File: src/rtl/fifo_uart_tx.sv
// fifo_uart_tx: pops words from fifo_sync and sends each one as a UART frame.
// The frame is a start bit, then the data bits LSB first, then an optional even
// parity bit, then a stop bit. A pop in the last stop cycle starts the next frame
// with no idle gap between the two frames.
module fifo_uart_tx #(
    parameter int unsigned DATA_WIDTH   = 8,
    parameter int unsigned CLKS_PER_BIT = 16,
    parameter int unsigned PARITY_EN    = 0
) (
    input  logic                  clk,
    input  logic                  reset_b,
    input  logic                  enable,
    input  logic                  fifo_empty,
    input  logic [DATA_WIDTH-1:0] fifo_data,
    output logic                  fifo_rd_en,
    output logic                  tx,
    output logic                  busy,
    output logic                  done
);

    localparam int unsigned BaudW = (CLKS_PER_BIT > 1) ? $clog2(CLKS_PER_BIT) : 1;
    localparam int unsigned BitW  = (DATA_WIDTH > 1) ? $clog2(DATA_WIDTH) : 1;
    localparam logic [BaudW-1:0] BaudMax = BaudW'(CLKS_PER_BIT - 1);
    localparam logic [BitW-1:0]  BitMax  = BitW'(DATA_WIDTH - 1);

    typedef enum logic [2:0] {StIdle, StStart, StData, StParity, StStop} state_e;

    state_e                state_q, state_d;
    logic [BaudW-1:0]      baud_cnt_q, baud_cnt_d;
    logic [BitW-1:0]       bit_cnt_q, bit_cnt_d;
    logic [DATA_WIDTH-1:0] shift_q, shift_d;
    logic                  parity_q, parity_d;
    logic                  tx_q, tx_d;
    logic                  baud_tc;
    logic                  last_stop;
    logic                  pop;

    assign baud_tc   = (baud_cnt_q == BaudMax);
    assign last_stop = (state_q == StStop) && baud_tc;
    // Gated with reset_b so that no pop is requested while the block is held in reset.
    assign pop       = reset_b & enable & ~fifo_empty & ((state_q == StIdle) | last_stop);

    assign fifo_rd_en = pop;
    assign tx         = tx_q;
    assign busy       = (state_q != StIdle);
    assign done       = last_stop;

    // Next-state logic: bit sequencing, word capture on pop, and the next tx level.
    always_comb begin
        state_d    = state_q;
        baud_cnt_d = baud_cnt_q;
        bit_cnt_d  = bit_cnt_q;
        shift_d    = shift_q;
        parity_d   = parity_q;
        tx_d       = 1'b1;

        if (state_q != StIdle) begin
            baud_cnt_d = baud_tc ? '0 : baud_cnt_q + 1'b1;
        end

        case (state_q)
            StStart: begin
                if (baud_tc) state_d = StData;
            end
            StData: begin
                if (baud_tc) begin
                    if (bit_cnt_q == BitMax) begin
                        bit_cnt_d = '0;
                        state_d   = (PARITY_EN != 0) ? StParity : StStop;
                    end else begin
                        bit_cnt_d = bit_cnt_q + 1'b1;
                        shift_d   = shift_q >> 1;
                    end
                end
            end
            StParity: begin
                if (baud_tc) state_d = StStop;
            end
            StStop: begin
                if (baud_tc) state_d = StIdle;
            end
            default: begin
                state_d = state_q;
            end
        endcase

        // A pop overrides the return to idle so back-to-back frames stay seamless.
        if (pop) begin
            state_d    = StStart;
            baud_cnt_d = '0;
            bit_cnt_d  = '0;
            shift_d    = fifo_data;
            parity_d   = ^fifo_data;
        end

        // tx is registered, so drive the level that belongs to the next state.
        case (state_d)
            StStart:  tx_d = 1'b0;
            StData:   tx_d = shift_d[0];
            StParity: tx_d = parity_d;
            default:  tx_d = 1'b1;
        endcase
    end

    // State and datapath registers; reset aborts any frame and returns tx to idle.
    always_ff @(posedge clk or negedge reset_b) begin
        if (!reset_b) begin
            state_q    <= StIdle;
            baud_cnt_q <= '0;
            bit_cnt_q  <= '0;
            shift_q    <= '0;
            parity_q   <= 1'b0;
            tx_q       <= 1'b1;
        end else begin
            state_q    <= state_d;
            baud_cnt_q <= baud_cnt_d;
            bit_cnt_q  <= bit_cnt_d;
            shift_q    <= shift_d;
            parity_q   <= parity_d;
            tx_q       <= tx_d;
        end
    end

endmodule

File: config.mk
export PLATFORM = sky130hd
export DESIGN_NAME = fifo_uart_tx
export DESIGN_NICKNAME = d
export VERILOG_FILES = /design/src/rtl/fifo_uart_tx.sv
export SDC_FILE = /design/constraint.sdc
export NUM_CORES = 1
export LEC_CHECK = 0
export CAP_MARGIN = 20
export CORE_MARGIN = 2
export CORE_UTILIZATION = 57
export DETAILED_ROUTE_END_ITERATION = 10
export GPL_TIMING_DRIVEN = 0
export PLACE_DENSITY = 0.91
export SLEW_MARGIN = 15
export SYNTH_ARGS = -nofsm -noshare
export SYNTH_HDL_FRONTEND = slang
export SYNTH_SLANG_ARGS = --single-unit
File: constraint.sdc
create_clock -name clk -period 2.7 [get_ports clk]
set_input_delay 0.81 -clock clk [delete_from_list [all_inputs] [get_ports clk]]
set_output_delay 0.81 -clock clk [all_outputs]
set_load 0.01 [all_outputs]
# --- Yosys cells after proc, flatten, opt, wreduce, memory -nomap -nowiden ---
# Cells that the tools add are included.
classes:
  bitwise_logic: 5
  mux: 20
  n_eq_ne: 10
  reduce_logical: 9
  addsub: 2
op_table:
  columns: ["cell", "count"]
  rows:
  - ["8-bit 2-to-1 mux", 4]
  - ["3-bit 2-to-1 mux", 10]
  - ["3-bit by 2-bit equality test with 1-bit output, second input constant", 4]
  - ["4-bit 2-to-1 mux", 3]
  - ["3-bit case mux with 4 select lines", 1]
  - ["8-bit XOR reduction", 1]
  - ["3-bit by 1-bit equality test with 1-bit output, second input constant", 2]
  - ["3-bit equality test, second input constant", 2]
  - ["2-bit nonzero test", 3]
  - ["4-bit by 1-bit adder with 4-bit output, second input constant", 1]
  - ["4-bit equality test, second input constant", 1]
  - ["3-bit by 1-bit adder with 3-bit output, second input constant", 1]
  - ["1-bit AND", 3]
  - ["3-bit logical NOT", 1]
  - ["1-bit case mux with 3 select lines", 1]
  - ["3-bit AND reduction", 1]
  - ["3-bit nonzero test", 1]
  - ["2-bit != test, second input constant", 1]
  - ["2-bit AND reduction", 1]
  - ["1-bit logical AND", 1]
  - ["1-bit 2-to-1 mux", 1]
  - ["1-bit inverter", 1]
  - ["1-bit OR", 1]
totals:
  register_bits: 20
  elab_cells: 53
  in_bits: 12
  output_inout_bits: 4

# --- Logic depth before layout (Yosys ltp) ---
logic_depth:
  ltp_word: 7
  mapped_depth: 7
  ltp_nobuf: 6

# --- Worst setup path after synthesis ---
# No wires, ideal clock.
synth_path:
  kind: "input-to-output"
  from: "input port fifo_empty"
  to: "output port fifo_rd_en"
  cell_stages: 4
  arrival_time_ns: 1.505
  n_path_buf: 1
  setup_slack_ns: 0.385
  required_ns: 1.890
  cell_sequence: "and3b_1 -> o211ai_2 -> inv_2 -> buf_2"
synth_between:
  elab_chain_cells: 3
synth_rtl:
  columns: ["item", "line", "source"]
  rows:
  - ["from (decl)", "13", "input logic fifo_empty,"]
  - ["1-bit inverter", "41", "assign pop = reset_b & enable & ~fifo_empty & ((state_q == StIdle) | last_stop);"]
  - ["1-bit AND (2 in a row)", "41", null]
  - ["to (decl)", "15", "output logic fifo_rd_en,"]
# No other way between the ends.

# --- Worst setup path after layout ---
# Ends and elaborated chain as after synthesis.

==> results.yml <==
power:
  total_power_mw: 0.591
  p_leak_nw: 0.666
  power_density_mw_per_mm2: 422
  ir_worst_vdd_uv: 446
placement:
  dp_hpwl_mm: 1.74
  place_congestion: 0.860
  portBuffers: 15
  place_inst: 159
  place_ws_ns: -1.57
sta:
  finalSetupViolCount: 0
  rsz0062_at_grt: "no"
  period_needed_ns: 2.66
  worst_slack_ns: 0.0418
  fmax_mhz: 376
  tightestPinTransition_ns: 0.329
  hold_viol: 0
  min_period_over_period_pct: 98.5
  fin_skew_ns: 0.00167
  max_slew_margin_pct: 78.0
  finalMaxSlewViolations: 0
synthesis:
  synth-seq-cells: 20
  synth_ff_type: "dfrtp_1"
  syn_inst: 117
  synth-async-reset-ratio_pct: 100
  yosys_warnings: 0
  avgSynthCellArea_um2: 9.65
  yosys-top-cells-area: "dfrtp_1, nand2_1, xnor2_1, nor2_1, nand3_1"
  yosysTopAreaCellShare_pct: 42.1
  yosysUniqueCellTypes: 40
  synth_edf_count: 0
  ys_seq_area_share_pct: 44.5
  synth_area_leader_cell: "dfrtp_1"
  synth_nets: 132
  synth_area_mm2: 0.00113
final_layout:
  num-fill-cells: 146
  multi_input_area_um2: 596
  mostFrequentLayoutCells: "dfrtp_1, nand2_1, nor2_1, clkdlybuf4s50_1, nand3_1"
  synthToLayoutAreaGrowth_pct: 24.2
  drive_gt1_share_pct: 17.3
  mostFrequentLayoutCell: "dfrtp_1"
  seqCellArea_um2: 502
  num_antenna_cells: 0
  fin_cells: 166
  fin_nets: 155
floorplan:
  chipHeight_um: 48.5
  initial_core_util_pct: 58.7
  ios: 16
  rows: 16
  die_w_um: 48.5
  dieArea_mm2: 0.00235
  core_mm2: 0.00192
global_routing:
  grt_max_degree: 23
  antenna_found_initial: 0
  grt_pass1_wl_mm: 4.00
  grt_pass1_vias: 873
  grt_use_total_pct: 22.3
  grt_overflow: 0
critical_path:
  r2r_cells: 6
  start_kind: "input pin"
  worstPathArrival_ns: 1.85
  cp-startpoint: "fifo_empty"
  worst_r2r_endpoint: "tx"
  rr_startpoint: "bit_cnt_q[0]"
  crit_type: "input pin to output pin"
  rrSetupSlack_ns: 0.77
  cp.required_ns: 1.89
  endpoint_kind: "output pin"
  cp_max_fo: 3
detailed_routing:
  wl_mm: 2.43
  antenna_left: 0
  num_vias: 982
  avgViaCountPerCell: 5.92
  drt-initial-drc-count: 50
  wire_per_inst_um: 14.6
  dr.pass1.iters: 5
  drc: 0
clock_network:
  h-tree-depth: 1
  clock_latency_ns: 0.30
  cts_max_path_buffers: 2
  cts_root_buf: "clkbuf_4"
  clock_sinks: 20
  tritoncts: "built"
  cts_made_buffers: 3
  hold_buffers: 0
  clk_pin_slew_worst_paths_ns: 0.11
flow_run:
  cap_violations: 0
outcome:
  outcome: "finished clean"
worst_hold_path:
  holdCritPathClass: "input pin to asynchronous set/reset pin"
[synthesized netlist by cell type (all sizes together) (2+ instances only)]
cell type / count
nand2: 17
ha: 3
a22oi: 5
o21ai: 6
a31oi: 2
dfrtp: 19
and3: 3
a22o: 4
inv: 5
nor2: 12
buf: 5
xnor2: 7
nand3: 9
[worst max-delay path, cell delays in order]
cell and delay [ns]:
clkdlybuf4s50_1 0.48, and3b_2 0.24, o211ai_4 0.12, inv_4 0.05
buf_2 0.14
[routing by layer]
metal / vias up / routed length (µm) / track usage [%]
li1: 469 / - / -
met1: 462 / 1050 / 31.9
met2: 45 / 1190 / 33.8
met3: 6 / 130 / 3.70
met4: 0 / 57 / 9.52
met5: - / 0 / 0
[timing repair]
| item | CTS | global route |
|---|---|---|
| resized for setup | 16 | 3 |
| setup buffers | 2 | 2 |
| cloned | 0 | 0 |
| setup endpoints to repair | 15 | 1 |
[area by class of cell]
| class | instances | share of cell area, % |
|---|---|---|
| multi-input combinational | 87 | 42.5 |
| timing repair buffer | 19 | 12.4 |
| sequential | 20 | 35.8 |
| inverter | 5 | 1.52 |
| clock buffer | 4 | 2.59 |
| buffer | 4 | 2.77 |
| tap | 27 | 2.41 |
[logic make-up after synthesis]
| group | Yosys count | synth area share [%] |
|---|---|---|
| AND/OR/NAND/NOR | 48 | 21.3 |
| AO/OA/AOI/OAI | 28 | 19.1 |
| flip-flops | 20 | 44.5 |
| buffers and inverters | 10 | 5.54 |
| XOR/XNOR | 7 | 5.43 |
| adder cells (fa/ha/maj) | 3 | 3.33 |
| multiplexers | 1 | 0.887 |
[power breakdown]
part / total [mW] / internal [mW] / switching, mW
Sequential: 0.319 / 0.312 / 0.00786
Clock: 0.178 / 0.0824 / 0.0952
Combinational: 0.0943 / 0.0480 / 0.0462
[sequential cells by signal, indices dropped and copies added (netlist names)]
register / cells
baud_cnt_q: 4
bit_cnt_q: 3
state_q: 3
parity_q: 1
tx: 1
shift_q: 8
[per-stage QoR]
step | area (µm²) | util [%] | TNS (ns) | hold WS, ns
2_1_floorplan | 1130 | - | 0 | 0.450
6_report | 1400 | 72.9 | 0 | 0.360
4_1_cts | 1370 | 71.2 | 0 | 0.367
3_3_place_gp | 1310 | 68.3 | -7.41 | 0.463
5_1_grt | 1400 | 72.9 | 0 | 0.372
3_5_place_dp | 1310 | 68.3 | -8.50 | 0.478
[how the worst max path moves through the flow]
stage	to	slack, ns	cells after the start
after floorplan	fifo_rd_en	0.39	4
after global placement	fifo_rd_en	-1.52	6
after detailed placement	fifo_rd_en	-1.57	6
after CTS	done	0.005	4
after global routing	fifo_rd_en	0.03	5
final	fifo_rd_en	0.04	5
Note: power is estimated with default switching activity, not from simulation.
